## src/rtl/pipelined_controller.sv

```systemverilog
// RV32 decode controller with a sequencing FSM for multi-cycle memory, ecall wait and branch flush.
// Optional mul/div wait state is enabled by defining CTRL_MULDIV_EN.
//
// state      | meaning
// RUN        | decode and issue the current instruction
// MEM_WAIT   | lw/sw occupying extra memory cycles
// ECALL_WAIT | ecall pending until EcallDone
// MD_WAIT    | mul/div occupying extra cycles (CTRL_MULDIV_EN only)
// FLUSH      | fetched instruction squashed after a taken branch
module pipelined_controller #(
  parameter int MEM_LAT      = 2,
  parameter int FLUSH_CYCLES = 1,
  parameter int MULDIV_LAT   = 4,
  parameter int ALUOP_W      = 4
) (
  input  logic               clk_i,
  input  logic               rst_ni,
  input  logic [31:0]        inst_i,
  input  logic               doBranch_i,
  input  logic               EcallDone_i,
  output logic               MemRead_o,
  output logic               MemtoReg_o,
  output logic               MemWrite_o,
  output logic               RegWrite_o,
  output logic               Ecall_o,
  output logic [1:0]         ALUSrc_o,
  output logic [ALUOP_W-1:0] ALUOp_o,
  output logic               Stall_o,
  output logic               Flush_o
);

  localparam int MAXL01 = (MEM_LAT > FLUSH_CYCLES) ? MEM_LAT : FLUSH_CYCLES;
  localparam int MAXL   = (MAXL01 > MULDIV_LAT) ? MAXL01 : MULDIV_LAT;
  localparam int CW     = (MAXL < 1) ? 1 : $clog2(MAXL + 1);

  typedef enum logic [2:0] {
    RUN,
    MEM_WAIT,
    ECALL_WAIT,
`ifdef CTRL_MULDIV_EN
    MD_WAIT,
`endif
    FLUSH
  } state_e;

  typedef struct packed {
    logic               mem_read;
    logic               mem_to_reg;
    logic               mem_write;
    logic               reg_write;
    logic [1:0]         alu_src;
    logic [ALUOP_W-1:0] alu_op;
  } ctrl_t;

  state_e        state_q;
  logic [CW-1:0] cnt_q;
  ctrl_t         dec, dec_q, cur;
  logic          is_mem, is_ecall, is_md;
  logic          stall, flush, ecall, commit;
  logic [6:0]    op;
  logic          unused_bits;

  assign op          = inst_i[6:0];
  assign unused_bits = ^inst_i[31:7];

  always_comb begin
    dec      = '0;
    is_mem   = (op == 7'b0000011) || (op == 7'b0100011);
    is_ecall = (op == 7'b1110011);
    is_md    = 1'b0;
    case (op)
      7'b0110011: begin dec.alu_op = ALUOP_W'(0); dec.reg_write = 1'b1; end
      7'b0010011: begin dec.alu_op = ALUOP_W'(1); dec.reg_write = 1'b1; dec.alu_src = 2'b10; end
      7'b0000011: begin
        dec.alu_op     = ALUOP_W'(2);
        dec.mem_read   = 1'b1;
        dec.mem_to_reg = 1'b1;
        dec.reg_write  = 1'b1;
        dec.alu_src    = 2'b10;
      end
      7'b0100011: begin dec.alu_op = ALUOP_W'(2); dec.mem_write = 1'b1; dec.alu_src = 2'b10; end
      7'b1100011: dec.alu_op = ALUOP_W'(3);
      7'b1101111: begin dec.alu_op = ALUOP_W'(4); dec.reg_write = 1'b1; dec.alu_src = 2'b01; end
      7'b1100111: begin dec.alu_op = ALUOP_W'(5); dec.reg_write = 1'b1; dec.alu_src = 2'b01; end
      7'b0110111: begin dec.alu_op = ALUOP_W'(6); dec.reg_write = 1'b1; dec.alu_src = 2'b10; end
      7'b0010111: begin dec.alu_op = ALUOP_W'(1); dec.reg_write = 1'b1; dec.alu_src = 2'b11; end
      default:    dec = '0;
    endcase
`ifdef CTRL_MULDIV_EN
    if (op == 7'b0110011 && inst_i[31:25] == 7'b0000001) begin
      is_md      = 1'b1;
      dec.alu_op = ALUOP_W'(7);
    end
`endif
  end

  // Wait states act on the class latched at issue, not on whatever fetch holds now.
  assign cur = (state_q == RUN || state_q == FLUSH) ? dec : dec_q;

  always_comb begin
    stall = 1'b0;
    flush = 1'b0;
    ecall = 1'b0;
    case (state_q)
      RUN: begin
        if (is_ecall) begin
          ecall = 1'b1;
          stall = !EcallDone_i;
        end else if (is_mem && MEM_LAT > 0) begin
          stall = 1'b1;
        end else if (is_md && MULDIV_LAT > 0) begin
          stall = 1'b1;
        end
      end
      MEM_WAIT:   stall = (cnt_q != CW'(1));
`ifdef CTRL_MULDIV_EN
      MD_WAIT:    stall = (cnt_q != CW'(1));
`endif
      ECALL_WAIT: begin ecall = 1'b1; stall = !EcallDone_i; end
      FLUSH:      flush = 1'b1;
      default:    stall = 1'b0;
    endcase
  end

  assign commit     = !stall && !flush;
  assign MemRead_o  = rst_ni & cur.mem_read & !flush;
  assign MemtoReg_o = rst_ni & cur.mem_to_reg;
  assign MemWrite_o = rst_ni & cur.mem_write & commit;
  assign RegWrite_o = rst_ni & cur.reg_write & commit;
  assign Ecall_o    = rst_ni & ecall;
  assign ALUSrc_o   = rst_ni ? cur.alu_src : 2'b00;
  assign ALUOp_o    = rst_ni ? cur.alu_op : '0;
  assign Stall_o    = rst_ni & stall;
  assign Flush_o    = rst_ni & flush;

  always_ff @(posedge clk_i or negedge rst_ni) begin
    if (!rst_ni) begin
      state_q <= RUN;
      cnt_q   <= '0;
      dec_q   <= '0;
    end else if (doBranch_i) begin
      if (FLUSH_CYCLES > 0) begin
        state_q <= FLUSH;
        cnt_q   <= CW'(FLUSH_CYCLES);
      end else begin
        state_q <= RUN;
      end
    end else begin
      case (state_q)
        RUN: begin
          dec_q <= dec;
          if (is_ecall) begin
            if (!EcallDone_i) state_q <= ECALL_WAIT;
          end else if (is_mem && MEM_LAT > 0) begin
            state_q <= MEM_WAIT;
            cnt_q   <= CW'(MEM_LAT);
          end
`ifdef CTRL_MULDIV_EN
          else if (is_md && MULDIV_LAT > 0) begin
            state_q <= MD_WAIT;
            cnt_q   <= CW'(MULDIV_LAT);
          end
`endif
        end
        MEM_WAIT: begin
          cnt_q <= cnt_q - CW'(1);
          if (cnt_q == CW'(1)) state_q <= RUN;
        end
`ifdef CTRL_MULDIV_EN
        MD_WAIT: begin
          cnt_q <= cnt_q - CW'(1);
          if (cnt_q == CW'(1)) state_q <= RUN;
        end
`endif
        ECALL_WAIT: if (EcallDone_i) state_q <= RUN;
        FLUSH: begin
          cnt_q <= cnt_q - CW'(1);
          if (cnt_q == CW'(1)) state_q <= RUN;
        end
        default: state_q <= RUN;
      endcase
    end
  end

endmodule

```

## config.mk

```make
export PLATFORM = sky130hd
export DESIGN_NAME = pipelined_controller
export DESIGN_NICKNAME = d
export VERILOG_FILES = /design/src/rtl/pipelined_controller.sv
export SDC_FILE = /design/constraint.sdc
export NUM_CORES = 1
export LEC_CHECK = 0
export ABC_AREA = 1
export CORE_UTILIZATION = 25
export CTS_CLUSTER_DIAMETER = 120
export CTS_CLUSTER_SIZE = 28
export DETAILED_ROUTE_END_ITERATION = 16
export PLACE_DENSITY = 0.65
export RECOVER_POWER = 50
export SLEW_MARGIN = 30
export SYNTH_ARGS = -nofsm -noshare
export SYNTH_HDL_FRONTEND = slang
export SYNTH_SLANG_ARGS = --single-unit
```

## constraint.sdc

```tcl
create_clock -name clk_i -period 1.43 [get_ports clk_i]
set_input_delay 0.143 -clock clk_i [delete_from_list [all_inputs] [get_ports clk_i]]
set_output_delay 0.143 -clock clk_i [all_outputs]
set_load 0.005 [all_outputs]
```

==> reports/results.tsv <==
stage	metric	value	unit
status	status	finished with violations	
status	failing checks	negative setup slack	
critical_path	CP cell instances	inv_2, buf_6, ha_4, inv_4, nor2_4, nor2_2, nand3_2, nand2_2, nand2_2, nor2_1, buf_2	
clock_tree	H-Tree Level Count	1	
hold_path	class of the worst hold path	primary input to asynchronous set/reset pin	
cells_and_area	final instance count without filler cells	303	
global_route	largest net degree at the start of global routing	16	
die	initial standard-cell utilization of the core	0.260	
placement	Placed Cells incl. Taps	285	
placement	count of port buffers added during placement	22	
routing	Detailed Route WL	3.44	mm
die	Horiz. Die Dim	69.6	µm
clock_tree	TritonCTS sink count	13	
global_route	met2 Use GR	0.260	
timing	accumulated negative setup slack	-2.57	ns
synthesis	count of distinct cell types in the synthesized netlist	26	
synthesis	Ys Warns	0	
global_route	GR Util All Layers	0.142	
timing	fin. max-slew vios	0	
die	Row Count	24	
critical_path	WS Path Type	flip-flop to output port	
die	I/O pin count	49	
routing	number of optimization iterations in the first detailed-route pass	4	
synthesis	Mapped Cells	179	
synthesis	post-synthesis cell area	1140	µm²
pwr	power density relative to cell area	1990	nW/µm²
cells_and_area	net count reported at finish	295	
timing	upper clock frequency limit	578	MHz
critical_path	largest incremental delay on the critical path	0.38	ns
cells_and_area	area growth from synthesis to layout	78.5	%
cells_and_area	n_diodes	0	
critical_path	Crit path top cell by count	nand2_2	
critical_path	Data required, critical path	1.29	ns
timing	final worst-path setup slack	-0.300	ns
global_route	number of global-route vias before repair	1304	
cells_and_area	filler instances	432	
pwr	maximum vdd drop	0.000975	V
critical_path	arrival time reported for the critical path endpoint	1.59	ns
clock_tree	clock-pin slew on the worst setup and hold paths	0.06	ns
die	full die area	4840	µm²
timing	RSZ-0062 raised after global routing	true	
routing	count of vias placed by the detailed router	1368	
critical_path	Critical Path Slowest Stage Cell	dfrtp_1	
die	y dimension of the die	69.6	µm
critical_path	launching element type of the critical path	flip-flop	
timing	Final Critical Period	1.73	ns
routing	routed via count divided by cell count	4.51	
synthesis	flops & latches, synth	13	
die	floorplan core area	4380	µm²
cells_and_area	ratio of cells with drive above 1 in the final layout	0.510	
cells_and_area	utilization after layout	0.465	
job	max-cap check violation count	0	
placement	placer congestion estimate	0.850	
clock_tree	total clock buffers created by CTS	3	
global_route	global-route track usage on met3	0.0262	
synthesis	Avg Inst Size Synth	6.37	µm²
timing	count of final setup violators	16	
timing	final cycle utilization of the critical path	1.21	
synthesis	share of the yosys chip area belonging to registers	0.285	
routing	number of antenna-violating nets in the routed design	0	
critical_path	internal reg-to-reg setup slack	-0.07	ns
critical_path	worst reg2reg path depth	9	
routing	detailed-route DRC error count	0	
global_route	global route hottest layer	met2	
timing	final count of hold timing violations	0	
routing	Iteration-0 DRC Markers	26	
critical_path	crit-path max FO	2	
cells_and_area	commonest cells after routing, fill and taps aside	35 x buf_4, 26 x nand2_1, 25 x nor2_1	
global_route	met1 demand-to-capacity share in global routing	0.170	
timing	Post-Route Skew	0.00214	ns
clock_tree	clock latency on the worst-skew pair	0.25	ns
global_route	first-pass GRT wire length	5.53	mm
pwr	Static Leak	1.02	nW
clock_tree	CTS tree	built	
timing	final-layout worst hold slack	0.341	ns
routing	Wirelength per Cell	11.4	µm
critical_path	beginning of the worst register-to-register path	state_q[1]	
placement	DP Wirelength	2.31	mm
critical_path	Setup crit end kind	output port	
clock_tree	buffer type at the clock tree root	clkbuf_8	
synthesis	net count of the mapped netlist	222	
global_route	antenna violations before repair	0	
clock_tree	maximum clock insertion buffer count	2	
global_route	global-route congestion overflow total	0	
critical_path	endpoint of the worst register-to-register path	state_q[1]	
cells_and_area	most common cell after layout, fill and taps aside	buf_4	
placement	Setup WS pre-CTS	-0.658	ns
report_power, final:
part / total (mW) / internal [mW] / leakage (nW) / switching, mW
combinational: 3.12 / 1.65 / 0.834 / 1.47
sequential: 0.597 / 0.503 / 0.166 / 0.0946
clock: 0.343 / 0.198 / 0.0228 / 0.146
synth_stat cells:
library cell  count  share of area
clkbuf_1          2         0.0066
buf_4             1         0.0066
o21ai_0          14          0.061
ha_1              7          0.077
inv_1            26          0.086
nor2_4            2          0.020
nor2_2            1         0.0055
nand2_1          32           0.11
nand3_1           6          0.026
nand3b_1          1         0.0066
nand4_1           3          0.016
a31oi_1           2          0.011
o21ai_1           2         0.0088
nor2_1           36           0.12
nor3_1            2         0.0088
nor3b_1           1         0.0066
inv_2             5          0.016
nand3_2           3          0.026
a21oi_1           5          0.022
dfrtp_1          13           0.29
o31ai_1           1         0.0066
clkinv_1          1         0.0033
nand2_2          10          0.055
nor4_1            1         0.0055
conb_1            1         0.0033
o211ai_1          1         0.0066
final cells by class:
| type | count | area, µm² | share of cell area |
|---|---|---|---|
| clock buffer | 4 | 45.0 | 0.0221 |
| tap | 52 | 65.1 | 0.0319 |
| multi-input combinational | 131 | 885 | 0.434 |
| inverter | 32 | 123 | 0.0602 |
| timing repair buffer | 71 | 594 | 0.292 |
| sequential | 13 | 325 | 0.160 |
sequential cells by signal (all words and copies together) (netlist names):
signal / flops
state_q: 2
cnt_q: 3
dec_q: 8
critical path, delay by kind of cell, from the launching register on:
kind | cells | cell delay (ns)
buffers and inverters | 4 | 0.36
and+or+nand+nor | 6 | 0.46
adders and majority gates | 1 | 0.15
DFF | 1 | 0.38
per-stage QoR:
step                      power [mW]  area [µm²]
after floorplan                 1.62        1140
after global placement          2.60        1670
after detailed placement        2.62        1670
after CTS                       3.51        1900
after global routing            4.39        2040
final                           4.06        2040
layer usage:
layer / vias up / share of wire
li1: 702 / -
met1: 644 / 0.44
met2: 17 / 0.52
met3: 5 / 0.025
met4: 0 / 0.0090
met5: - / 0
how the worst max path moves through the flow:
stage,startpoint,to,slack [ns],cells past startpoint
final,state_q[0],MemWrite_o,-0.30,11
after global routing,state_q[0],RegWrite_o,-0.42,11
after CTS,cnt_q[1],RegWrite_o,-0.32,11
after detailed placement,inst_i[6],RegWrite_o,-0.66,10
after global placement,inst_i[6],RegWrite_o,-0.65,10
after floorplan,state_q[1],state_q[0],0.02,8
kinds of logic after synthesis:
| family | synth area share |
|---|---|
| other | 0.00329 |
| AO/OA/AOI/OAI | 0.116 |
| AND/OR/NAND/NOR | 0.400 |
| adder cells (fa/ha/maj) | 0.0768 |
| buffers and inverters | 0.118 |
| flip-flops | 0.285 |
repair_timing:
| item | CTS | global route |
|---|---|---|
| hold endpoints to repair | 0 | 0 |
| gates resized for setup | 101 | 34 |
| pin swaps | 21 | 25 |
| setup buffers | 13 | 5 |
| hold buffers | 0 | 0 |
| endpoints found under the setup margin | 17 | 21 |
| gates cloned | 0 | 1 |
(Power assumes the default switching activity.)
